File: config.mk
export PLATFORM = sky130hd
export DESIGN_NAME = ov7670_capture
export DESIGN_NICKNAME = d
export VERILOG_FILES = /design/src/rtl/ov7670_capture.sv
export SDC_FILE = /design/constraint.sdc
export NUM_CORES = 1
export LEC_CHECK = 0
export ABC_AREA = 1
export CAP_MARGIN = 20
export CORE_MARGIN = 2
export CORE_UTILIZATION = 43
export DETAILED_ROUTE_END_ITERATION = 10
export GPL_TIMING_DRIVEN = 0
export PLACE_DENSITY = 0.76
export SYNTH_ARGS = -nofsm -noshare
export SYNTH_HDL_FRONTEND = slang
export SYNTH_SLANG_ARGS = --single-unit
export TNS_END_PERCENT = 30
File: constraint.sdc
create_clock -name clk_i -period 1.4 [get_ports clk_i]
set_input_delay 0.14 -clock clk_i [delete_from_list [all_inputs] [get_ports clk_i]]
set_output_delay 0.14 -clock clk_i [all_outputs]
set_load 0.01 [all_outputs]
File: src/rtl/ov7670_capture.sv
// ov7670_capture: OV7670 DVP capture, RGB565 byte-pair assembly with linear frame-buffer addressing
module ov7670_capture #(
  parameter int H_PIX  = 640,
  parameter int V_PIX  = 480,
  parameter int ADDR_W = 19
) (
  input  logic              clk_i,
  input  logic              rst_i,
  input  logic              conf_done_i,
  input  logic              enable_i,
  input  logic              vsync_i,
  input  logic              href_i,
  input  logic [7:0]        data_i,
  output logic [15:0]       pix_o,
  output logic              pix_valid_o,
  output logic [ADDR_W-1:0] wr_addr_o,
  output logic              frame_start_o,
  output logic              frame_done_o,
  output logic [7:0]        frame_cnt_o,
  output logic              capturing_o,
  output logic              err_o
);
  localparam int CW = $clog2(H_PIX + 1);
  localparam int LW = $clog2(V_PIX + 2);
  localparam logic [CW-1:0] H_END = CW'(H_PIX);
  localparam logic [LW-1:0] V_END = LW'(V_PIX);
  localparam logic [LW-1:0] L_SAT = LW'(V_PIX + 1);
  typedef enum logic [1:0] {IDLE, SYNC, ACTIVE, DONE} state_t;
  state_t state, state_n;
  logic vs_r, hr_r, vs_q, hr_q;
  logic [7:0] d_r, hi;
  logic phase, pend;
  logic [CW-1:0] col;
  logic [LW-1:0] line;
  logic [ADDR_W-1:0] addr, a_d;
  logic [15:0] p_d;
  logic vs_fall, vs_rise, hr_fall, act, start, pix_evt, pix_bad, line_end, frame_end;
  always_ff @(posedge clk_i)
    if (rst_i) state <= IDLE;
    else state <= state_n;
  always_comb begin
    state_n = state;
    unique case (state)
      IDLE:    state_n = conf_done_i && enable_i ? SYNC : IDLE;
      SYNC:    state_n = !enable_i ? IDLE : vs_fall ? ACTIVE : SYNC;
      ACTIVE:  state_n = vs_rise ? DONE : ACTIVE;
      default: state_n = enable_i ? SYNC : IDLE;
    endcase
  end
  always_comb begin
    vs_fall     = vs_q & ~vs_r;
    vs_rise     = ~vs_q & vs_r;
    hr_fall     = hr_q & ~hr_r;
    act         = state == ACTIVE;
    capturing_o = act;
    start       = state == SYNC && enable_i && vs_fall;
    pix_evt     = act && hr_r && phase;
    pix_bad     = col >= H_END || line >= V_END;
    line_end    = act && hr_fall;
    frame_end   = act && vs_rise;
  end
  // Two-stage pixel path: stage 1 forms and addresses the pixel, stage 2 presents it.
  always_ff @(posedge clk_i) begin
    if (rst_i) begin
      {vs_r, hr_r, vs_q, hr_q, d_r} <= '0;
      {hi, phase, pend, col, line, addr, a_d, p_d} <= '0;
      {pix_o, pix_valid_o, wr_addr_o, frame_start_o, frame_done_o, frame_cnt_o, err_o} <= '0;
    end else begin
      vs_r          <= vsync_i;
      hr_r          <= href_i;
      d_r           <= data_i;
      vs_q          <= vs_r;
      hr_q          <= hr_r;
      pend          <= pix_evt && !pix_bad;
      pix_valid_o   <= pend;
      frame_start_o <= start;
      frame_done_o  <= frame_end;
      if (pend) begin
        pix_o     <= p_d;
        wr_addr_o <= a_d;
      end
      if (start) begin
        phase <= 1'b0;
        col   <= '0;
        line  <= '0;
        addr  <= '0;
      end else if (act) begin
        if (hr_r) phase <= ~phase;
        if (hr_r && !phase) hi <= d_r;
        if (pix_evt && !pix_bad) begin
          p_d  <= {hi, d_r};
          a_d  <= addr;
          addr <= addr + ADDR_W'(1);
          col  <= col + CW'(1);
        end
        if (line_end) begin
          phase <= 1'b0;
          col   <= '0;
          if (line != L_SAT) line <= line + LW'(1);
        end
      end
      if ((pix_evt && pix_bad) || (line_end && (col != H_END || phase)) || (frame_end && line != V_END))
        err_o <= 1'b1;
      if (frame_end) frame_cnt_o <= frame_cnt_o + 8'd1;
    end
  end
endmodule

# Word-level counts from Yosys, hierarchy flattened
# Cells that the tools add are included.
# word_totals
regBits,144
latchBits,0
ramBits,0
rom_bits,0
wordCells,78
mem_count,0
# op_classes
addsub,4
multipliers,0
n_div,0
n_lt_le_gt_ge,2
n_eq_ne,5
n_shift,0
mux,10
n_bitwise,8
reduce_logical,28
# op_table
op,count
two-way mux 10 bit,2
adder 19 x 1 -> 19 bit (second input constant),1
inequality test 9 bit (second input constant),2
logical AND 1 bit,12
adder 10 x 1 -> 10 bit (second input constant),1
greater-or-equal comparator 10 bit (second input constant),1
inequality test 10 bit (second input constant),1
adder 9 x 1 -> 9 bit (second input constant),1
greater-or-equal comparator 9 bit (second input constant),1
AND reduction 3 bit,3
adder 8 x 1 -> 8 bit (second input constant),1
one-hot mux 2 bit (3 select lines),1
AND reduction 2 bit,3
two-way mux 1 bit,5
NOT 1 bit,5
logical OR 1 bit,4
two-way mux 2 bit,2
nonzero test 2 bit,2
bitwise AND 1 bit,3
equality test 2 x 1 -> 1 bit (second input constant),1
equality test 2 bit (second input constant),1
logical NOT 1 bit,2
logical NOT 2 bit,1
OR reduction 2 bit,1

# Longest topological paths before layout
# Gate-level depths: netlist of run 1.
# logic_depth
ltp_word,6
ltp_mapped,10

# Worst setup path before layout of run 1
# OpenSTA, ideal clock, no wires.
# synth_timing
kind,reg-to-reg
start,register addr[1]
end,register addr[16]
setup_time_ps,64
arrival_time_ps,1356
slack_ps,-19
stages_incl_launch_ff,10
path_buffers,0
path_cell_list,dfxtp_1 ha_1 inv_1 nor2_1 nand3_1 nor2_2 nand3_1 nand2_1 nand2_1 nor2_1
# synth_via
elab_chain_len,1
# synth_rtl
element,line,rtl
from (decl),35,"logic [ADDR_W-1:0] addr, a_d;"
from (signal assigned),93,addr <= addr + ADDR_W'(1);
adder 19 x 1 -> 19 bit,93,
# Every way passes these cells.
# A chain may end at the register's enable or synchronous reset.

# Final worst setup path of run 1
# layout_timing
start,register state[1]
end,register addr[12]
# layout_via
elab_chain_len,5
elab_cells_between_ends,9
cone_classes,eq/ne (2); reduce/logical (7)
# layout_rtl
element,line,rtl
from (decl),29,"state_t state, state_n;"
from (signal assigned),40,else state <= state_n;
equality test 2 bit,54,act = state == ACTIVE;
logical AND 1 bit (2 in series),57,pix_evt = act && hr_r && phase;
logical AND 1 bit,90,if (pix_evt && !pix_bad) begin
AND reduction 2 bit (no source line),n/a,
# Several ways; a longest one is shown, not always the timed one.

==> metrics.cfg, run 1 <==
[critical_path]
r2r-start=state[1]
cp.arrival_ns=1.86
path_cells=inv_4, nor2_8, nand3_2, nor2_4, buf_12, buf_12, buf_8, nand2_4, a21oi_2
critPathKind=reg -> reg
max_stage_delay_ns=0.35
cp_max_fo=8
cp_slowest_cell=dfxtp_2
critPathCaptureType=flip-flop
critPathMostFrequentCell=buf_12
ff2ff_setup_slack_ns=-0.11
rr_worst_depth=9
cp-start-kind=flip-flop
crit_required_ns=1.75
worstReg2RegEnd=addr[12]

[min_path]
hold_class=in -> reg
min_from=rst_i
min_delay_path_depth=2
min_to=state[1]

[floorplan]
io_pins=62
dieWidth_um=120
die_area_mm2=0.0143
start_util=0.437
die_h_um=120
design.core.area_mm2=0.0132
rows=42

[final_layout]
syn_to_final_growth_pct=36.5
layout_common_cells=167 x nor2_1, 126 x dfxtp_1, 109 x nand2_1
fin_nets=906
drive_above_1_share=0.195
finish.instance_area_mm2=0.00787
finalNonFillerCells=1074
num_antenna_cells=0
final_common_cell=nor2_1

[run_status]
status=finished with violations
violations=negative setup slack

[timing]
relSlewSlack=0.474
clock.fmax_mhz=662
worst_pin_slew_ns=0.789
setup_viol_count_final=61
rsz0062_at_grt=yes
finalHoldViolCount=0
period_needed_ns=1.51
clock_skew_ns=0.00926
finalWorstSetupSlack_ns=-0.110
final_max_slew_viol_count=0
min_period_over_period=1.08

[logic_synthesis]
synth-seq-area-share=0.500
synth_warnings=0
synth_fp_nets=806
synth_area_mm2=0.00576
syn_area_per_cell_um2=7.34
synth_seq_cells=144
synth_cell_type_count=31
synthCells=785

[clock_tree]
cts_sinks=144
path_clk_slew_ns=0.06
htree_levels=4
cts_tree=built
cts_root_buf=clkbuf_16
cts-buffers-inserted=17
cts_buffer_depth=2
clock_latency_ns=0.42

[power]
ir_worst_vdd_mv=0.886
p_leak_nw=3.53
p_per_area_mw_per_mm2=1120
finalPower_mw=8.83

[global_routing]
use_met2=0.361
grt_overflow=0
grt_antenna_before_repair=0
gr-usage-all-layers=0.224
use_met3=0.0518
grt_pass1_wl_um=25800
grt_pass1_vias=5377
grt_max_degree=17
grt.busiest_layer=met2
met1_usage=0.297

[detailed_routing]
vias=5633
drt_iter0_drc=570
ant_nets=0
drt_wl_total_um=16500
routedWlPerCell_um=15.3
first_pass_iters=7
route.detailed.drc=0
vias_per_cell=5.24

[placement]
post-dp-hpwl_um=9750
dp_cells=1021
gp_congestion=0.890
io_buffers=60
post_dp_cell_area_mm2=0.00659

[flow_run]
max-cap-violations=0

## cell type report
type                            count  area (um^2)
Inverter                           71          277
Tap cell                          176          220
Sequential cell                   144         2920
Buffer                             32          265
Fill cell                        1104         5320
Multi-Input combinational cell    537         2760
Clock buffer                       18          439
Clock inverter                     14          148
Timing Repair Buffer               82          841
## worst max-delay path by stage
stage,endpoint,cells after the start,from,slack (ns)
floorplan,a_d[1],9,state[1],0.005
finish,addr[12],9,state[1],-0.11
detailed placement,addr[9],6,rst_i,-0.39
global route,addr[6],10,line[7],-0.19
global placement,addr[9],6,rst_i,-0.35
CTS,frame_cnt_o[4],1,frame_cnt_o[4],-0.07
## logic make-up after synthesis
| logic type | count (synthesis) | share of synthesized area |
|---|---|---|
| fa+ha+maj | 7 | 0.0152 |
| buf+inv | 104 | 0.0758 |
| compound gates | 151 | 0.133 |
| xor+xnor | 7 | 0.0106 |
| flops | 144 | 0.500 |
| simple gates | 372 | 0.266 |
## flip-flops by register name, indices dropped and copies added, names as in the netlist, 2 cells and up
signal       flops
a_d             19
addr            19
wr_addr_o       19
p_d             16
pix_o           16
col             10
line             9
d_r              8
frame_cnt_o      8
hi               8
state            2
## per-layer routing
layer  share of wire  vias to the layer above
met5               0                        -
met1            0.43                     2630
met2            0.48                      246
met4           0.016                        0
li1                -                     2728
met3           0.074                       29
## worst max-delay path: cells and delay by family (launching register included)
family                 cells  cell delay, ns
AO/OA/AOI/OAI              1            0.13
AND/OR/NAND/NOR            4            0.46
buffers and inverters      4            0.50
flip-flops                 1            0.35
## cell usage after synthesis
| cell | number | area, um^2 |
|---|---|---|
| clkinv_1 | 2 | 7.51 |
| a41oi_1 | 1 | 8.76 |
| nand3_2 | 1 | 10.0 |
| ha_1 | 7 | 87.6 |
| nand2_1 | 122 | 458 |
| o21ai_0 | 90 | 450 |
| nor2_1 | 186 | 698 |
| nand2_2 | 2 | 12.5 |
| buf_2 | 7 | 35.0 |
| clkbuf_1 | 20 | 75.1 |
| inv_1 | 65 | 244 |
| nand4_1 | 10 | 62.6 |
| a21oi_1 | 56 | 280 |
| o21ai_1 | 1 | 5.00 |
| nand3_1 | 31 | 155 |
| nor2_8 | 1 | 20.0 |
| nor3_1 | 11 | 55.1 |
| a31oi_1 | 2 | 12.5 |
| buf_6 | 4 | 45.0 |
| or2_2 | 1 | 6.26 |
| or2_0 | 1 | 6.26 |
| nor2_4 | 1 | 11.3 |
| nor3b_1 | 1 | 7.51 |
| inv_2 | 4 | 15.0 |
| xnor2_1 | 2 | 17.5 |
| dfxtp_1 | 144 | 2880 |
| nand3b_1 | 2 | 15.0 |
| buf_4 | 2 | 15.0 |
| xor2_1 | 5 | 43.8 |
| nor2_2 | 2 | 12.5 |
| a21boi_1 | 1 | 7.51 |
## stage by stage
stage	utilization	worst slack [ns]	setup TNS [ns]	hold slack, ns
5_1_grt	0.597	-0.189	-7.22	0.0674
4_1_cts	0.569	-0.0727	-0.593	0.0688
6_report	0.597	-0.110	-2.28	0.0467
3_5_place_dp	0.499	-0.386	-15.63	0.450
3_3_place_gp	0.499	-0.348	-13.24	0.439
2_1_floorplan	-	0.00534	0	0.247
## where the power goes
group          switching, mW  internal, mW  leakage [nW]
clock                   1.94          2.56         0.280
sequential            0.0154          4.11          1.17
combinational          0.129        0.0765          2.07
total                   2.09          6.74          3.53
## what timing repair did
action                                  4_1_cts  5_1_grt
gates cloned                                  4        2
endpoints found under the setup margin      143       99
buffers inserted                              9        9
gates resized for setup                     115      103
hold buffers                                  0        0
pin swaps                                     7       18
Note: power is estimated with default switching activity, not from simulation.
==> inputs of run 2 (changes only) <==
CORE_ASPECT_RATIO = 1.4   (was not set)
CTS_CLUSTER_DIAMETER = 100   (was not set)
HOLD_SLACK_MARGIN = 0.1   (was not set)
==> run 2 against run 1 <==
The run still ends with negative setup slack left. Register-to-register slack got worse by 0.03 ns. Sequential power about the same. Maximum frequency decreased by 2.2%. Setup slack got worse by 0.034 ns. Die area about the same. Cell count increased by 1.1%. First-iteration DRC count decreased by 27%. Worst hold slack improved by 0.19 ns. Critical path type unchanged. Largest cell class unchanged.
==> metrics.cfg, run 2 (synthesis gave the netlist of run 1 again) <==
[timing]
fin_hold_ws_ns=0.238  ; +0.191 ns
final_max_slew_viol_count=0  ; unchanged
setup_viol_count_final=57  ; -6.6%
relSlewSlack=0.482  ; +0.00803
finalWorstSetupSlack_ns=-0.145  ; -0.0345 ns
clock_skew_ns=0.00647  ; -0.00279 ns
min_period_over_period=1.10  ; +0.0246
period_needed_ns=1.54  ; +0.0345 ns
rsz0062_at_grt=yes
worst_pin_slew_ns=0.777  ; -0.0121 ns
finalHoldViolCount=0  ; unchanged
clock.fmax_mhz=647  ; -2.2%

[floorplan]
start_util=0.435  ; -0.00239
io_pins=62  ; unchanged
die_area_mm2=0.0144  ; about the same
dieWidth_um=102  ; -15%
design.core.area_mm2=0.0133  ; +0.55%
rows=50  ; +19%
die_h_um=141  ; +18%

[min_path]
hold_class=in -> reg

[detailed_routing]
first_pass_iters=6  ; -1
route.detailed.drc=0  ; unchanged
vias_per_cell=5.18  ; -1.2%
ant_nets=0  ; unchanged
drt_wl_total_um=16500  ; +0.20%
vias=5626  ; -0.12%
routedWlPerCell_um=15.2  ; -0.91%
drt_iter0_drc=417  ; -27%

[global_routing]
grt_overflow=0  ; unchanged
grt_pass1_vias=5279  ; -1.8%
grt_antenna_before_repair=0  ; unchanged
grt_max_degree=17  ; unchanged
gr-usage-all-layers=0.221  ; -0.00334
grt_pass1_wl_um=25000  ; -3.0%

[clock_tree]
cts_buffer_depth=2  ; unchanged
cts_sinks=144  ; unchanged
path_clk_slew_ns=0.06  ; about the same
cts_tree=built
cts-buffers-inserted=17  ; unchanged
htree_levels=4  ; unchanged
clock_latency_ns=0.42  ; about the same
cts_root_buf=clkbuf_16

[final_layout]
fin_nets=912  ; +0.66%
final_common_cell=nor2_1
num_antenna_cells=0  ; unchanged
layout_common_cells=173 x nor2_1, 129 x dfxtp_1, 112 x nand2_1
fill_cells=1105  ; +0.091%
drive_above_1_share=0.170  ; -0.0245
reg.largest.list=a_d (19), addr (19), wr_addr_o (19)
ff_latch_area_mm2=0.00291  ; -0.21%
syn_to_final_growth_pct=36.1
multi_input_area_mm2=0.00269  ; -2.8%
finalNonFillerCells=1086  ; +1.1%
finish.instance_area_mm2=0.00784  ; -0.35%
final_core_util=0.591  ; -0.00534

[power]
power_switching_mw=2.01  ; -3.6%
ir_worst_vdd_mv=0.799  ; -9.9%
p_leak_nw=3.55  ; +0.70%
clkPwrFrac=0.510  ; about the same
switching_share=0.227  ; -0.00901
p_comb_frac=0.024  ; about the same
power_frac_seq=0.467  ; about the same
p_int_mw=6.84  ; +1.4%
p_per_area_mw_per_mm2=1130  ; +0.57%

[critical_path]
cp_slowest_cell=dfxtp_2
max_stage_delay_ns=0.35  ; about the same
cp_max_fo=6  ; -2
path_cells=inv_4, nor2_8, nand3_2, nor2_4, buf_6, buf_12, buf_8, nand2_1, a21oi_1
critPathKind=reg -> reg
crit_required_ns=1.75  ; about the same
cp-start-kind=flip-flop
cp.arrival_ns=1.90  ; +0.04 ns
critPathCaptureType=flip-flop

[run_status]
violations=negative setup slack
status=finished with violations

[placement]
post-dp-hpwl_um=10300  ; +5.9%
dp_cells=1027  ; +0.59%
io_buffers=60  ; unchanged
gp_congestion=0.939  ; +5.5%
post_dp_cell_area_mm2=0.00659  ; +0.11%

[flow_run]
max-cap-violations=0  ; unchanged

==> run 2: per-layer routing <==
metal | track usage | part of all wire | up-vias
li1 | - | - | 2739
met1 | 0.239 | 0.38 | 2626
met2 | 0.398 | 0.52 | 195
met3 | 0.0431 | 0.041 | 66
met4 | 0.114 | 0.053 | 0
met5 | 0 | 0 | -
==> run 2: area by class of cell <==
type | instances | area share
flip-flops and latches | 144 | 0.371
clock buffers | 17 | 0.0543
plain buffers | 33 | 0.0349
clock inverters | 15 | 0.0207
inverters | 71 | 0.0362
well taps | 182 | 0.0290
repair buffers | 87 | 0.111
multi-input cells | 537 | 0.343
==> run 2: worst paths after layout <==
kind / start / to / slack, ns / cells past startpoint
worst max-delay path: state[1] / addr[12] / -0.14 / 9
worst min-delay path: data_i[6] / d_r[6] / 0.24 / 3
worst max register to register: state[1] / addr[12] / -0.14 / 9
worst min register to register: a_d[8] / wr_addr_o[8] / 0.46 / 2
==> run 2: timing repair <==
item / CTS / global route
hold buffers: 2 / 0
endpoints found under the hold margin: 2 / 0
buffers inserted: 11 / 8
pin swaps: 6 / 9
setup endpoints to repair: 142 / 88
resized for setup: 115 / 81
cloned: 3 / 3
==> run 2: worst max-delay path: cells and delay by family (launching register included) <==
kind | cells | cell delay (ns)
flip-flops | 1 | 0.35
buffers and inverters | 4 | 0.50
AND/OR/NAND/NOR | 4 | 0.49
AO/OA/AOI/OAI | 1 | 0.12
==> run 2: metrics by stage <==
stage	TNS [ns]	setup WS, ns	power, mW
floorplan	0	0.00534	4.31
global placement	-18.48	-0.370	4.40
detailed placement	-18.87	-0.376	4.40
CTS	-0.574	-0.0530	8.85
global route	-8.05	-0.194	9.07
finish	-4.58	-0.145	8.85
==> run 2: power groups by stage <==
stage,Clock [mW],Sequential [mW],Combinational (mW)
after floorplan,0,4.22,0.0949
after global placement,0,4.22,0.174
after detailed placement,0,4.22,0.177
after CTS,4.53,4.13,0.193
after global routing,4.71,4.13,0.226
final,4.51,4.13,0.208
==> inputs of run 3 (changes only) <==
==> constraint.sdc (replaced) <==
create_clock -name clk_i -period 1.4 [get_ports clk_i]
set_input_delay 0.35 -clock clk_i [delete_from_list [all_inputs] [get_ports clk_i]]
set_output_delay 0.35 -clock clk_i [all_outputs]
set_load 0.01 [all_outputs]
==> run 3 against run 2 <==
The flow still finishes with violations (negative setup slack). Clock skew rose by 0.0012 ns. Combinational power fell by 6%. Global-route usage fell by 0.74 points. Critical endpoint is now addr[1].
==> metrics.cfg, run 3 (synthesis gave the netlist of run 1 again) <==
[clock_tree]
htree_levels=4  ; unchanged
cts_tree=built
cts_sinks=144  ; unchanged
cts-buffers-inserted=17  ; unchanged
clock_latency_ns=0.42  ; about the same
cts_buffer_depth=2  ; unchanged
cts_root_buf=clkbuf_16
ctsHoldBuffers=0  ; -2
path_clk_slew_ns=0.06  ; about the same

[power]
clkPwrFrac=0.511  ; about the same
switching_share=0.228  ; +0.000249
power_switching_mw=2.01  ; -0.10%
p_comb_frac=0.022  ; -0.002
ir_worst_vdd_mv=0.859  ; +7.5%
finalPower_mw=8.83  ; -0.21%
power_frac_seq=0.467  ; about the same
p_per_area_mw_per_mm2=1150  ; +1.5%
p_int_mw=6.82  ; -0.25%
p_leak_nw=3.29  ; -7.3%

[timing]
fin_hold_ws_ns=0.300  ; +0.0619 ns
finalHoldViolCount=0  ; unchanged
relSlewSlack=0.537  ; +0.0546
clock.fmax_mhz=646  ; -0.25%
final_max_slew_viol_count=0  ; unchanged
setup_viol_count_final=47  ; -18%
worst_pin_slew_ns=0.695  ; -0.0819 ns
clock_skew_ns=0.00771  ; +0.00124 ns
finalWorstSetupSlack_ns=-0.148  ; -0.00384 ns
period_needed_ns=1.55  ; +0.00384 ns
rsz0062_at_grt=yes
min_period_over_period=1.11  ; +0.00274

[critical_path]
rr_worst_depth=11  ; +2
crit_required_ns=1.70  ; -0.05 ns
cp_max_fo=10  ; +4
startpoint=line[5]
r2r-start=line[5]
critPathCaptureType=flip-flop
worstReg2RegEnd=addr[1]
critPathKind=reg -> reg
cp.arrival_ns=1.85  ; -0.05 ns
endpoint=addr[1]
cp-start-kind=flip-flop
ff2ff_setup_slack_ns=-0.15  ; about the same

[flow_run]
max-cap-violations=0  ; unchanged

[final_layout]
final_core_util=0.581  ; -0.0100
drive_above_1_share=0.193  ; +0.0229
final_common_cell=nor2_1
fin_nets=903  ; -0.99%
syn_to_final_growth_pct=33.8
reg.largest.list=a_d (19), addr (19), wr_addr_o (19)
layout_common_cells=164 x nor2_1, 122 x dfxtp_1, 111 x nand2_1
num_antenna_cells=0  ; unchanged

[global_routing]
use_met3=0.0416  ; -0.00149
gr-usage-all-layers=0.213  ; -0.00736
grt_pass1_vias=5132  ; -2.8%
grt_max_degree=17  ; unchanged
grt_overflow=0  ; unchanged
grt_pass1_wl_um=24100  ; -3.6%
use_met2=0.381  ; -0.0166
met1_usage=0.234  ; -0.00507
grt_antenna_before_repair=0  ; unchanged
grt.busiest_layer=met2

[detailed_routing]
first_pass_iters=5  ; -1
ant_nets=0  ; unchanged
routedWlPerCell_um=15.0  ; -1.2%
drt_iter0_drc=327  ; -22%
vias=5557  ; -1.2%
drt_wl_total_um=16200  ; -2.0%
vias_per_cell=5.16  ; -0.40%
route.detailed.drc=0  ; unchanged

[placement]
gp_congestion=0.939  ; unchanged
post-dp-hpwl_um=10300  ; unchanged
io_buffers=60  ; unchanged

[floorplan]
start_util=0.435  ; unchanged
design.core.area_mm2=0.0133  ; unchanged
dieWidth_um=102  ; unchanged
die_area_mm2=0.0144  ; unchanged
die_h_um=141  ; unchanged
rows=50  ; unchanged
io_pins=62  ; unchanged

[run_status]
violations=negative setup slack
status=finished with violations

[min_path]
hold_class=in -> reg

==> run 3: critical path: stages, from the launching register on <==
cell and delay, ns:
dfxtp_4 0.37, nand2_2 0.06, inv_1 0.04, nand2_2 0.07, nand2_2 0.08, nor2_4 0.16
buf_6 0.14, inv_6 0.04, buf_8 0.14, buf_8 0.14, nor2_1 0.11, nor2_1 0.07
==> run 3: layout make-up <==
| type | instances | area (um^2) |
|---|---|---|
| Fill cell | 1147 | 5550 |
| Sequential cell | 144 | 2930 |
| Multi-Input combinational cell | 538 | 2710 |
| Timing Repair Buffer | 76 | 703 |
| Clock buffer | 17 | 425 |
| Inverter | 71 | 295 |
| Buffer | 33 | 251 |
| Tap cell | 182 | 228 |
| Clock inverter | 15 | 163 |
| Timing Repair inverter | 1 | 5.00 |
==> run 3: worst min-delay path by stage <==
stage | start | endpoint | slack (ns) | cells past startpoint
3_3_place_gp | a_d[8] | wr_addr_o[8] | 0.44 | 2
2_1_floorplan | a_d[8] | wr_addr_o[8] | 0.43 | 2
3_5_place_dp | a_d[8] | wr_addr_o[8] | 0.45 | 2
5_1_grt | rst_i | frame_cnt_o[7] | 0.32 | 2
6_report | rst_i | frame_cnt_o[7] | 0.30 | 2
4_1_cts | rst_i | frame_cnt_o[7] | 0.30 | 2
==> run 3: power by group through the flow <==
stage / Combinational (mW) / Clock (mW) / Sequential, mW
after CTS: 0.184 / 4.53 / 4.13
after global routing: 0.212 / 4.72 / 4.12
after detailed placement: 0.177 / 0 / 4.22
after global placement: 0.174 / 0 / 4.22
after floorplan: 0.0949 / 0 / 4.22
final: 0.195 / 4.51 / 4.12
==> run 3: what timing repair did <==
item / 4_1_cts / 5_1_grt
gates resized for setup: 134 / 117
cloned: 0 / 4
buffers inserted: 4 / 10
pin swaps: 6 / 11
endpoints found under the setup margin: 143 / 111
==> run 3: per-layer routing <==
metal,wire (um),vias up
li1,-,2717
met1,6240,2622
met2,8630,171
met3,615,47
met4,669,0
met5,0,-
==> run 3: through the flow <==
| stage | worst slack (ns) | TNS, ns | area (um^2) | instances |
|---|---|---|---|---|
| floorplan | 0.00534 | 0 | 5770 | 785 |
| global placement | -0.580 | -40.16 | 6590 | 1027 |
| detailed placement | -0.586 | -41.17 | 6590 | 1027 |
| CTS | -0.210 | -1.61 | 7350 | 1063 |
| global route | -0.200 | -6.36 | 7710 | 1077 |
| finish | -0.148 | -2.74 | 7710 | 1077 |
